[src/rtl/custom_leds_pwm.sv]
// Avalon-MM LED driver: per-LED PWM duty, global prescaler, optional blink.
// Ports: clk, reset (sync, active-high), avs_s0_* slave (read latency 1), leds conduit.
// Optional blink block is built when CUSTOM_LEDS_BLINK_EN is defined.
module custom_leds_pwm #(
    parameter int NUM_LEDS   = 8,
    parameter int PWM_BITS   = 8,
    parameter int PRESCALE_W = 16,
    parameter int ADDR_W     = 5
) (
    input  logic                clk,
    input  logic                reset,
    input  logic [ADDR_W-1:0]   avs_s0_address,
    input  logic                avs_s0_read,
    input  logic                avs_s0_write,
    input  logic [31:0]         avs_s0_writedata,
    output logic [31:0]         avs_s0_readdata,
    output logic [NUM_LEDS-1:0] leds
);

    localparam logic [ADDR_W-1:0] A_CTRL = ADDR_W'(0);
    localparam logic [ADDR_W-1:0] A_PRE  = ADDR_W'(1);

    logic                  en;
    logic [PRESCALE_W-1:0] prescale;
    logic [PRESCALE_W-1:0] pre_cnt;
    logic [PWM_BITS-1:0]   pwm_cnt;
    logic [PWM_BITS-1:0]   duty     [NUM_LEDS];
    logic [PWM_BITS-1:0]   duty_act [NUM_LEDS];

    logic                  wr_ctrl;
    logic                  wr_pre;
    logic                  en_d;
    logic                  en_rise;
    logic                  tick;
    logic                  period_end;
    logic [NUM_LEDS-1:0]   pwm_on;
    logic [NUM_LEDS-1:0]   blink_off;
    logic [31:0]           rd_val;
    logic                  unused_wdata;

    // Upper write-data bits are intentionally ignored.
    assign unused_wdata = ^avs_s0_writedata;

    assign wr_ctrl    = avs_s0_write && (avs_s0_address == A_CTRL);
    assign wr_pre     = avs_s0_write && (avs_s0_address == A_PRE);
    // en_d is EN as it will be after this edge; lets a disable
    // blank the LEDs on the same edge the write lands.
    assign en_d       = wr_ctrl ? avs_s0_writedata[0] : en;
    // Latch fresh duties at the enable edge so the first period is clean.
    assign en_rise    = wr_ctrl && avs_s0_writedata[0] && !en;
    assign tick       = en && (pre_cnt == prescale);
    assign period_end = tick && (&pwm_cnt);

`ifdef CUSTOM_LEDS_BLINK_EN
    localparam logic [ADDR_W-1:0] A_MASK = ADDR_W'(2 + NUM_LEDS);
    localparam logic [ADDR_W-1:0] A_DIV  = ADDR_W'(3 + NUM_LEDS);

    logic [NUM_LEDS-1:0] blink_mask;
    logic [15:0]         blink_div;
    logic [15:0]         blink_cnt;
    logic                blink_phase;
    logic                wr_div;

    assign wr_div    = avs_s0_write && (avs_s0_address == A_DIV);
    assign blink_off = blink_phase ? blink_mask : '0;

    always_ff @(posedge clk) begin
        if (reset) begin
            blink_mask  <= '0;
            blink_div   <= '0;
            blink_cnt   <= '0;
            blink_phase <= 1'b0;
        end else begin
            if (avs_s0_write && (avs_s0_address == A_MASK))
                blink_mask <= avs_s0_writedata[NUM_LEDS-1:0];
            if (wr_div)
                blink_div <= avs_s0_writedata[15:0];
            if (!en) begin
                blink_cnt   <= '0;
                blink_phase <= 1'b0;
            end else if (wr_div) begin
                blink_cnt <= '0;
            end else if (period_end) begin
                if (blink_cnt == blink_div) begin
                    blink_cnt   <= '0;
                    blink_phase <= ~blink_phase;
                end else begin
                    blink_cnt <= blink_cnt + 16'd1;
                end
            end
        end
    end
`else
    assign blink_off = '0;
`endif

    // Duty all-ones means fully on, not 255/256.
    always_comb begin
        pwm_on = '0;
        for (int i = 0; i < NUM_LEDS; i++)
            pwm_on[i] = (&duty_act[i]) || (pwm_cnt < duty_act[i]);
    end

    always_comb begin
        rd_val = '0;
        if (avs_s0_address == A_CTRL)
            rd_val[0] = en;
        if (avs_s0_address == A_PRE)
            rd_val[PRESCALE_W-1:0] = prescale;
        for (int i = 0; i < NUM_LEDS; i++)
            if (avs_s0_address == ADDR_W'(2 + i))
                rd_val[PWM_BITS-1:0] = duty[i];
`ifdef CUSTOM_LEDS_BLINK_EN
        if (avs_s0_address == A_MASK)
            rd_val[NUM_LEDS-1:0] = blink_mask;
        if (avs_s0_address == A_DIV)
            rd_val[15:0] = blink_div;
`endif
    end

    always_ff @(posedge clk) begin
        if (reset) begin
            en              <= 1'b0;
            prescale        <= '0;
            pre_cnt         <= '0;
            pwm_cnt         <= '0;
            leds            <= '0;
            avs_s0_readdata <= '0;
            for (int i = 0; i < NUM_LEDS; i++) begin
                duty[i]     <= '0;
                duty_act[i] <= '0;
            end
        end else begin
            if (wr_ctrl)
                en <= avs_s0_writedata[0];
            if (wr_pre)
                prescale <= avs_s0_writedata[PRESCALE_W-1:0];

            if (!en || wr_pre || tick)
                pre_cnt <= '0;
            else
                pre_cnt <= pre_cnt + PRESCALE_W'(1);

            if (!en)
                pwm_cnt <= '0;
            else if (tick)
                pwm_cnt <= pwm_cnt + PWM_BITS'(1);

            for (int i = 0; i < NUM_LEDS; i++) begin
                if (avs_s0_write && (avs_s0_address == ADDR_W'(2 + i)))
                    duty[i] <= avs_s0_writedata[PWM_BITS-1:0];
                if (en_rise || period_end)
                    duty_act[i] <= duty[i];
            end

            leds <= (en && en_d) ? (pwm_on & ~blink_off) : '0;

            if (avs_s0_read)
                avs_s0_readdata <= rd_val;
        end
    end

endmodule

[config.mk]
export PLATFORM = sky130hd
export DESIGN_NAME = custom_leds_pwm
export DESIGN_NICKNAME = d
export VERILOG_FILES = /design/src/rtl/custom_leds_pwm.sv
export SDC_FILE = /design/constraint.sdc
export NUM_CORES = 1
export LEC_CHECK = 0
export ABC_AREA = 1
export CORE_UTILIZATION = 54
export DETAILED_ROUTE_END_ITERATION = 6
export PLACE_DENSITY = 0.75
export REMOVE_ABC_BUFFERS = 1
export SLEW_MARGIN = 20
export SYNTH_ARGS = -nofsm -noshare
export SYNTH_HDL_FRONTEND = slang
export SYNTH_SLANG_ARGS = --single-unit
[constraint.sdc]
create_clock -name clk -period 6.3 [get_ports clk]
set_clock_uncertainty 0.15 [all_clocks]
set_input_delay 0.945 -clock clk [delete_from_list [all_inputs] [get_ports clk]]
set_output_delay 0.945 -clock clk [all_outputs]
set_load 0.05 [all_outputs]
==> run metrics, run 1 <==
post-route minimum period 3.57 ns; Util after Layout 62.4%; final setup TNS 0 ns; post-route setup slack 2.73 ns; vias 6,900; vias per cell 5.12; First DRT Iteration DRCs 633; Crit. End Element flip-flop; crit path max fanout 9; Yosys warning count 0; Skew-Pair Late Insertion Delay 0.44 ns; GP Congestion 0.924; sequential area share after synthesis 53.7%; initial cell density of the core 55.4%; CTS tree done; Inst Count DP 1,316; RSZ-0062 raised after global routing no; Setup Viol. Count Final 0; relative slew slack 31.6%; maximum vdd drop 0.210 mV; Crit path depth 7; Register Area 0.00514 mm²; first-pass GRT wire length 33,300 µm; Critical Path, Cell by Cell clkdlybuf4s50_1, inv_1, nor2_1, inv_1, nor2_1, inv_1, o21ai_0; clock transition at the registers of the reported paths 0.08 ns; CTS Hold Buffers Added 0; DP Wirelength 15,300 µm; P_int 1.98 mW; part of the power in the clock network 39.2%; area used by multi-input combinational logic 0.00349 mm²; Die Width 135 µm; top cell type by total area after synthesis edfxtp_1; Slew Viols, Final 0; WP data required 6.21 ns; fillcell total 1,406; max-cap violation count 0; most frequent CP cell inv_1; Antenna Cells 0; wirelength, routed 20,300 µm; CTS Buffer Depth 2; R2R depth 10; Worst Path Buf+Inv 4; sw frac 25.7%; CP startpoint kind input port; fraction of final layout cells sized beyond drive strength 1 5.52%; sequential share of power 53.3%; fin cells 1,348; synth unique cells 30; slowest CP cell o21ai_0; Clock Tree Root clkbuf_16; Top FF cell, synth edfxtp_1; num rows 48; IO Port Bufs 48; Die ar. 0.0183 mm²; failing checks design-rule violations; core area 0.0173 mm²; # H-tree levels 4; Setup Buffers After CTS 0; total I/O pin count 81; area grow syn2layout 12.6%; Post-CTS Resized 0; antenna-violating nets left 0; # DRC 11; area share of the largest cell type after synthesis 40.1%; Avg Inst Size Synth 9.04 µm²; CP max stage delay 0.86 ns; largest net degree at the start of global routing 49; Comb power frac 7.5%; fmax 280 MHz; DR WL/cell 15.0 µm; hold path depth 2; Crit path max-delay family buffers and inverters; area of the mapped netlist 0.00959 mm²; status complete, but fails checks; final-stage net count 1,209; sw power 0.684 mW; first-pass detailed-route iteration total 7; period utilization 56.6%; total CTS buffers 17; min-delay worst type reg -> reg; height of the die 135 µm; Slew @ Worst Pin 1.02 ns; synth top area cells edfxtp_1 (40%), dfxtp_1 (14%), inv_1 (8.1%); vias in the first global route 6,613; GRT Resource Usage Total 24.1%; Crit Path Category in -> reg; CP Data Arrival Time 3.48 ns; Post-synth EDFFs 128; leakage 4.56 nW; cell count after synthesis 1,061; DP Worst Slack 2.30 ns; total gr overflow 0; antenna violations before repair 0; number of synthesized register bits 193; Cell Pwr Density 247 mW/mm²; CTS Sinks 193; ys async rst share 0%; Hold Fails Final Rpt 0
layout make-up:
| type | instances | share of cell area [%] |
|---|---|---|
| clock inverter | 15 | 1.36 |
| timing repair buffer | 52 | 4.73 |
| multi-input combinational | 634 | 32.3 |
| sequential | 193 | 47.7 |
| tap | 225 | 2.61 |
| clock buffer | 17 | 3.94 |
| inverter | 212 | 7.37 |
state kept, by name, summed over array words and instances, names as in the netlist:
| signal | flops |
|---|---|
| duty | 64 |
| duty_act | 64 |
| avs_s0_readdata | 16 |
| pre_cnt | 16 |
| prescale | 16 |
| leds | 8 |
| pwm_cnt | 8 |
| en | 1 |
cell usage in the layout, fill, tap and decap left out, drive strengths merged, types with 10 or more instances in the layout:
| cell type | n |
|---|---|
| a21oi | 76 |
| clkbuf | 17 |
| clkdlybuf4s50 | 48 |
| conb | 16 |
| dfxtp | 65 |
| edfxtp | 128 |
| ha | 58 |
| inv | 216 |
| nand2 | 138 |
| nand3 | 14 |
| nand4 | 23 |
| nor2 | 179 |
| nor3 | 15 |
| nor4 | 22 |
| o211ai | 16 |
| o21a | 10 |
| o21ai | 37 |
| xnor2 | 10 |
power by group through the flow:
stage	registers, mW	logic (mW)	clock network [mW]
final	1.42	0.201	1.04
after global routing	1.43	0.222	1.10
after CTS	1.42	0.201	1.06
after detailed placement	1.45	0.200	0
after global placement	1.45	0.197	0
after floorplan	1.46	0.114	0
final timing paths:
path,startpoint,endpoint,slack [ns]
setup / recovery,avs_s0_address[0],duty[0][61],2.73
setup reg to reg,pre_cnt[11],duty_act[1][29],3.18
hold / removal,avs_s0_readdata[2],avs_s0_readdata[2],0.32
hold reg to reg,avs_s0_readdata[2],avs_s0_readdata[2],0.32
routing by layer:
layer	wire length, µm	global-route usage (%)	vias up
met5	0	0	-
met4	685	10.9	0
met3	919	4.04	45
met2	9530	39.2	187
met1	9140	31.6	3120
li1	-	-	3548
cells by family after synthesis:
logic type / count (synthesis) / synth area share [%]
xor+xnor: 17 / 1.55
flops: 193 / 53.7
compound gates: 150 / 8.65
buf+inv: 249 / 10.6
fa+ha+maj: 58 / 7.57
other cells: 1 / 0.0391
simple gates: 393 / 17.9
per-stage QoR:
step,power (mW),instance area (µm²),hold slack (ns)
finish,2.67,10800,0.315
global route,2.75,10800,0.345
CTS,2.68,10800,0.320
detailed placement,1.65,10200,0.308
global placement,1.65,10200,0.305
floorplan,1.57,9420,0.291
synth_stat cells, types with 3 or more instances:
cell,n
a21oi_1,76
buf_4,16
buf_6,3
clkbuf_1,16
clkinv_1,4
dfxtp_1,65
edfxtp_1,128
ha_1,58
inv_1,208
nand2_1,138
nand3_1,14
nand4_1,21
nor2_1,157
nor2_2,20
nor3_1,15
nor4_1,22
o211ai_1,16
o21a_1,10
o21ai_0,37
o22ai_1,9
xnor2_1,10
xor2_1,7
worst min-delay path, cell delays in order, from the launching register on:
cell and delay (ns):
dfxtp_1 0.31, nand2_1 0.06, a21oi_1 0.05
Note: power is estimated with default switching activity, not from simulation.
==> run 2, diff against run 1 <==
==> constraint.sdc (replaced) <==
create_clock -name clk -period 3.32 [get_ports clk]
set_clock_uncertainty 0.15 [all_clocks]
set_input_delay 0.498 -clock clk [delete_from_list [all_inputs] [get_ports clk]]
set_output_delay 0.498 -clock clk [all_outputs]
set_load 0.05 [all_outputs]
==> run 2 against run 1 <==
Net effect: the run now ends clean; clock power grew 98%; power grew 93%; design area grew 1.3%; worst hold slack is essentially flat; first-iteration DRC count grew 8.5%; routed wire length grew 1.8%; largest cell class unchanged.
==> run metrics, run 2 (same netlist as run 1, synthesis figures left out) <==
crit path max fanout 16 (+7); slowest CP cell nand4_1; CP Data Arrival Time 2.72 ns (-0.76 ns); Slew Viols, Final 0 (unchanged); Die Width 135 µm (unchanged); Crit path depth 10 (+3); area grow syn2layout 14.0%; vias per cell 5.18 (+1.1%); hold path depth 2 (unchanged); height of the die 135 µm (unchanged); total power 5.15 mW (+93%); r2r setup slk 0.85 ns (-2.33 ns); period utilization 74.9%; RSZ-0062 raised after global routing no; leakage 4.65 nW (+1.9%); antenna-violating nets left 0 (unchanged); CP max stage delay 0.56 ns (-0.30 ns); part of the power in the clock network 40.0% (+0.8 points); Critical Path, Cell by Cell clkdlybuf4s50_1, inv_1, nand2_1, nor2_1, nand2_1, inv_1, nand2_1, nand4_1, a21oi_1, o21a_1; CTS tree done; Setup Buffers After CTS 0 (unchanged); relative slew slack 53.3% (+22 points); First DRT Iteration DRCs 687 (+8.5%); Worst Path Buf+Inv 3 (-1); Crit Path Category in -> reg; total I/O pin count 81 (unchanged); # H-tree levels 4 (unchanged); final-stage net count 1,219 (+0.83%); CTS Sinks 193 (unchanged); clock transition at the registers of the reported paths 0.07 ns (about the same); Slew @ Worst Pin 0.698 ns (-0.317 ns); first-pass detailed-route iteration total 5 (-2); antenna violations before repair 0 (unchanged); DP Wirelength 15,600 µm (+1.9%); Post-DP Area 0.0103 mm² (+0.98%); CP startpoint kind input port; Die ar. 0.0183 mm² (unchanged); DR WL/cell 15.2 µm (+1.1%); status finished clean; sw frac 24.4% (-1.2 points); IO Port Bufs 48 (unchanged); GP Congestion 0.910 (-1.5%); GRT Resource Usage Total 23.6% (-0.48 points); largest net degree at the start of global routing 65 (+33%); P_int 3.89 mW (+96%); Crit. End Element flip-flop; sequential share of power 52.4% (-0.9 points); # DRC 0 (-11); CTS Hold Buffers Added 0 (unchanged); Cell Pwr Density 471 mW/mm² (+91%); Util after Layout 63.2% (+0.78 points); most frequent CP cell nand2_1; Antenna Cells 0 (unchanged); wirelength, routed 20,600 µm (+1.8%); sw power 1.26 mW (+84%); first-pass GRT wire length 32,600 µm (-2.1%); WP data required 3.55 ns (-2.66 ns); Hold Fails Final Rpt 0 (unchanged); fraction of final layout cells sized beyond drive strength 1 6.35% (+0.83 points); vias 7,029 (+1.9%); Crit path max-delay family simple AND/OR/NAND/NOR gates; most frequent cells in the layout inv_1 (208), nor2_1 (157), nand2_1 (137); vias in the first global route 6,491 (-1.8%); post-route minimum period 2.49 ns; Skew-Pair Late Insertion Delay 0.43 ns (about the same); Endpoint, Worst Hold avs_s0_readdata[6]; Setup Viol. Count Final 0 (unchanged); worst r2r src pre_cnt[10]; Comb power frac 7.6% (about the same); num rows 48 (unchanged); initial cell density of the core 55.4% (unchanged); DP Worst Slack 0.376 ns (-1.93 ns); most common cell after layout, fill and taps aside inv_1; min-delay worst type reg -> reg; Final Cell Area 0.0109 mm² (+1.3%); post-route setup slack 0.834 ns (-1.90 ns); Largest regs duty (64), duty_act (64); core area 0.0173 mm² (unchanged); R2R depth 10 (unchanged); total CTS buffers 17 (unchanged); r2r endpoint duty_act[0][0]; CTS Buffer Depth 2 (unchanged); hold_sp avs_s0_readdata[6]; Post-CTS Resized 0 (unchanged); fmax 402 MHz; Clock Tree Root clkbuf_16; total gr overflow 0 (unchanged); max-cap violation count 0 (unchanged); maximum vdd drop 0.363 mV (+73%)
==> run 2: cell count changes in the layout (fill, tap and decap cells not counted), sizes merged <==
cell      previous run  this run
buf                  4        14
clkbuf              17        20
clkinv               9         7
clkinvlp             2         1
==> run 2: worst max-delay path by stage <==
stage / from / end / slack [ns]
after global routing: avs_s0_address[2] / pre_cnt[9] / 0.63
final: avs_s0_address[2] / pre_cnt[9] / 0.83
after global placement: avs_s0_address[2] / pre_cnt[9] / 0.43
after floorplan: reset / duty_act[0][0] / -0.16
after detailed placement: avs_s0_address[2] / pre_cnt[14] / 0.38
after CTS: avs_s0_address[2] / pre_cnt[14] / 0.82
==> run 2: stage by stage <==
stage	TNS, ns	hold WS (ns)	std cells
2_1_floorplan	-10.10	0.291	1039
3_3_place_gp	0	0.307	1326
3_5_place_dp	0	0.305	1326
4_1_cts	0	0.317	1358
5_1_grt	0	0.336	1358
6_report	0	0.316	1358
==> run 2: cell type report <==
type	count	area, µm²
fill	1404	6370
sequential	193	5140
multi-input combinational	634	3490
inverter	212	796
timing repair buffer	62	611
clock buffer	20	500
tap	225	282
clock inverter	12	106
==> run 2: worst reg2reg max path, cell delays in order (launching register included) <==
cell     delay (ns)
dfxtp_1        0.43
xnor2_1        0.15
nand2_1        0.06
nor2_1         0.13
nand2_1        0.11
nor2_4         0.20
nand4_4        0.14
nor2_4         0.17
nand4_2        0.14
nand3_2        0.14
buf_12         0.31
==> run 2: power groups by stage <==
stage	Combinational (mW)	Sequential, mW	Clock, mW
5_1_grt	0.428	2.71	2.18
6_report	0.393	2.70	2.06
4_1_cts	0.391	2.70	2.08
2_1_floorplan	0.216	2.77	0
3_3_place_gp	0.381	2.75	0
3_5_place_dp	0.388	2.75	0
==> run 2: metal layers <==
layer  vias up  global-route usage [%]  wire length, µm
met2       225                    38.9             9810
met1      3205                    30.7             9250
li1       3563                       -                -
met4         0                    11.3              613
met3        36                    3.33              970
met5         -                       0                0
==> run 3, diff against run 2 <==
--- a/config.mk
+++ b/config.mk
@@ -6,9 +6,9 @@
 export NUM_CORES = 1
 export LEC_CHECK = 0
 export ABC_AREA = 1
-export CORE_UTILIZATION = 54
+export CORE_UTILIZATION = 53
 export DETAILED_ROUTE_END_ITERATION = 6
-export PLACE_DENSITY = 0.75
+export PLACE_DENSITY = 0.77
 export REMOVE_ABC_BUFFERS = 1
 export SLEW_MARGIN = 20
 export SYNTH_ARGS = -nofsm -noshare
==> constraint.sdc (replaced) <==
create_clock -name clk -period 2.14 [get_ports clk]
set_clock_uncertainty 0.15 [all_clocks]
set_input_delay 0.321 -clock clk [delete_from_list [all_inputs] [get_ports clk]]
set_output_delay 0.321 -clock clk [all_outputs]
set_load 0.05 [all_outputs]
==> run 3 against run 2 <==
Net effect: the flow now finishes with violations (negative setup slack); cell count increased by 8.3%; clock power up 54%; critical path type is now reg -> reg; die area is 1.9% higher; power rose by 58%; worst hold slack got worse by 0.021 ns; clock-buffer cell count shrank 2; combinational power rose by 95%; non-clock buffer count rose by 113; routed wire length is 17% higher; largest cell class unchanged.
==> run metrics, run 3 (same netlist as run 1, synthesis figures left out) <==
status complete, but fails checks; failing checks negative setup slack; IO Port Bufs 48 (unchanged); most frequent cells in the layout inv_1 (204), nor2_1 (148), nand2_1 (133); crit path max fanout 9 (-7); # H-tree levels 4 (unchanged); antenna violations before repair 0 (unchanged); # DRC 0 (unchanged); fmax 434 MHz; r2r setup slk -0.16 ns (-1.01 ns); wirelength, routed 24,100 µm (+17%); total I/O pin count 81 (unchanged); max-cap violation count 0 (unchanged); first-pass detailed-route iteration total 5 (unchanged); Die ar. 0.0186 mm² (+1.9%); antenna-violating nets left 0 (unchanged); Post-DP Area 0.0112 mm² (+8.5%); GP Congestion 1.02 (+12%); fin cells 1,471 (+8.3%); Slew @ Worst Pin 0.546 ns (-0.152 ns); Skew-Pair Late Insertion Delay 0.44 ns (about the same); Clock Tree Root clkbuf_16; most common cell after layout, fill and taps aside inv_1; Antenna Cells 0 (unchanged); post-route minimum period 2.30 ns; relative slew slack 63.5% (+10 points); CTS tree done; area used by multi-input combinational logic 0.00359 mm² (+2.8%); total power 8.14 mW (+58%); num rows 48 (unchanged); Setup Viol. Count Final 112 (+112); largest net degree at the start of global routing 34 (-48%); WP data required 2.16 ns (-1.39 ns); Inst Count DP 1,426 (+7.5%); final setup TNS -9.84 ns (-9.84 ns); Hold Fails Final Rpt 0 (unchanged); worst r2r src pre_cnt[8]; DR WL/cell 16.4 µm (+7.7%); core area 0.0175 mm² (+1.0%); maximum vdd drop 0.693 mV (+91%); First DRT Iteration DRCs 588 (-14%); fillcell total 1,239 (-12%); vias per cell 5.30 (+2.3%); Final Cell Area 0.0121 mm² (+11%); Slew Viols, Final 0 (unchanged); total CTS buffers 17 (unchanged); Register Area 0.00516 mm² (+0.29%); area grow syn2layout 26.3%; hold_sp pre_cnt[0]; Crit Path Category reg -> reg; vias 7,791 (+11%); CP Launch Point pre_cnt[8]; CP startpoint kind flip-flop; min-delay worst type reg -> reg; initial cell density of the core 54.9% (-0.57 points); DP Wirelength 17,300 µm (+11%); period utilization 108%; Die Width 136 µm (+0.92%); vias in the first global route 7,574 (+17%); Largest regs duty (64), duty_act (64); CTS Sinks 193 (unchanged); Cell Pwr Density 673 mW/mm² (+43%); CTS Hold Buffers Added 0 (unchanged); clock transition at the registers of the reported paths 0.07 ns (about the same); total gr overflow 0 (unchanged); final-stage net count 1,332 (+9.3%); leakage 5.31 nW (+14%); RSZ-0062 raised after global routing yes; height of the die 136 µm (+0.92%); post-route setup slack -0.165 ns (-0.998 ns); first-pass GRT wire length 37,900 µm (+16%); CTS Buffer Depth 2 (unchanged); Util after Layout 69.3% (+6.1 points); CP Data Arrival Time 2.32 ns (-0.40 ns); Crit. End Element flip-flop; GRT Resource Usage Total 27.5% (+3.8 points); fraction of final layout cells sized beyond drive strength 1 17.8% (+11 points)
## run 3: cell types whose count changed in the layout (fill, tap and decap cells not counted), sizes merged
cell / previous run / this run
dlygate4sd2: 0 / 1
clkinvlp: 1 / 3
clkdlybuf4s50: 48 / 47
bufinv: 0 / 1
clkinv: 7 / 6
buf: 14 / 125
## run 3: final timing paths
kind	cells after the start	end
setup / recovery	14	duty_act[1][8]
hold / removal	1	pre_cnt[0]
setup reg to reg	14	duty_act[1][8]
hold reg to reg	1	pre_cnt[0]
## run 3: critical path: stages (launching register included)
cell	delay, ns
dfxtp_1	0.34
inv_1	0.08
nand2_1	0.05
nand2_1	0.06
nand2_1	0.07
nor2_2	0.12
nand2_2	0.07
nor2_4	0.21
nand4_4	0.13
nor2_4	0.14
nand4_4	0.12
nand3_4	0.12
buf_12	0.12
buf_12	0.11
buf_16	0.12
## run 3: power breakdown
part	leakage, nW	internal, mW	switching (mW)
registers	1.80	4.12	0.0698
logic	3.22	0.280	0.486
clock network	0.279	1.68	1.51
## run 3: metal layers
| layer | share of wire (%) | up-vias | global-route usage [%] | routed length (µm) |
|---|---|---|---|---|
| li1 | - | 3796 | - | - |
| met1 | 39 | 3553 | 31.6 | 9450 |
| met2 | 50 | 354 | 47.7 | 12000 |
| met3 | 6.4 | 88 | 5.22 | 1530 |
| met4 | 4.7 | 0 | 15.8 | 1130 |
| met5 | 0 | - | 0 | 0 |
## run 3: repair_timing
action / CTS / global route
endpoints found under the setup margin: 115 / 158
buffers inserted: 8 / 4
gates cloned: 4 / 2
pin swaps: 9 / 7
resized for setup: 23 / 30
## run 3: stage by stage
step	setup slack, ns	hold slack [ns]
floorplan	-1.30	0.240
global placement	-0.252	0.305
detailed placement	-0.265	0.304
CTS	-0.183	0.288
global route	-0.238	0.314
finish	-0.165	0.295
## run 3: cell type report
type | count | share of cell area, %
Timing Repair Buffer | 175 | 14.0
Tap cell | 225 | 2.33
Sequential cell | 193 | 42.6
Clock inverter | 14 | 1.20
Inverter | 212 | 6.57
Multi-Input combinational cell | 634 | 29.6
Clock buffer | 18 | 3.63
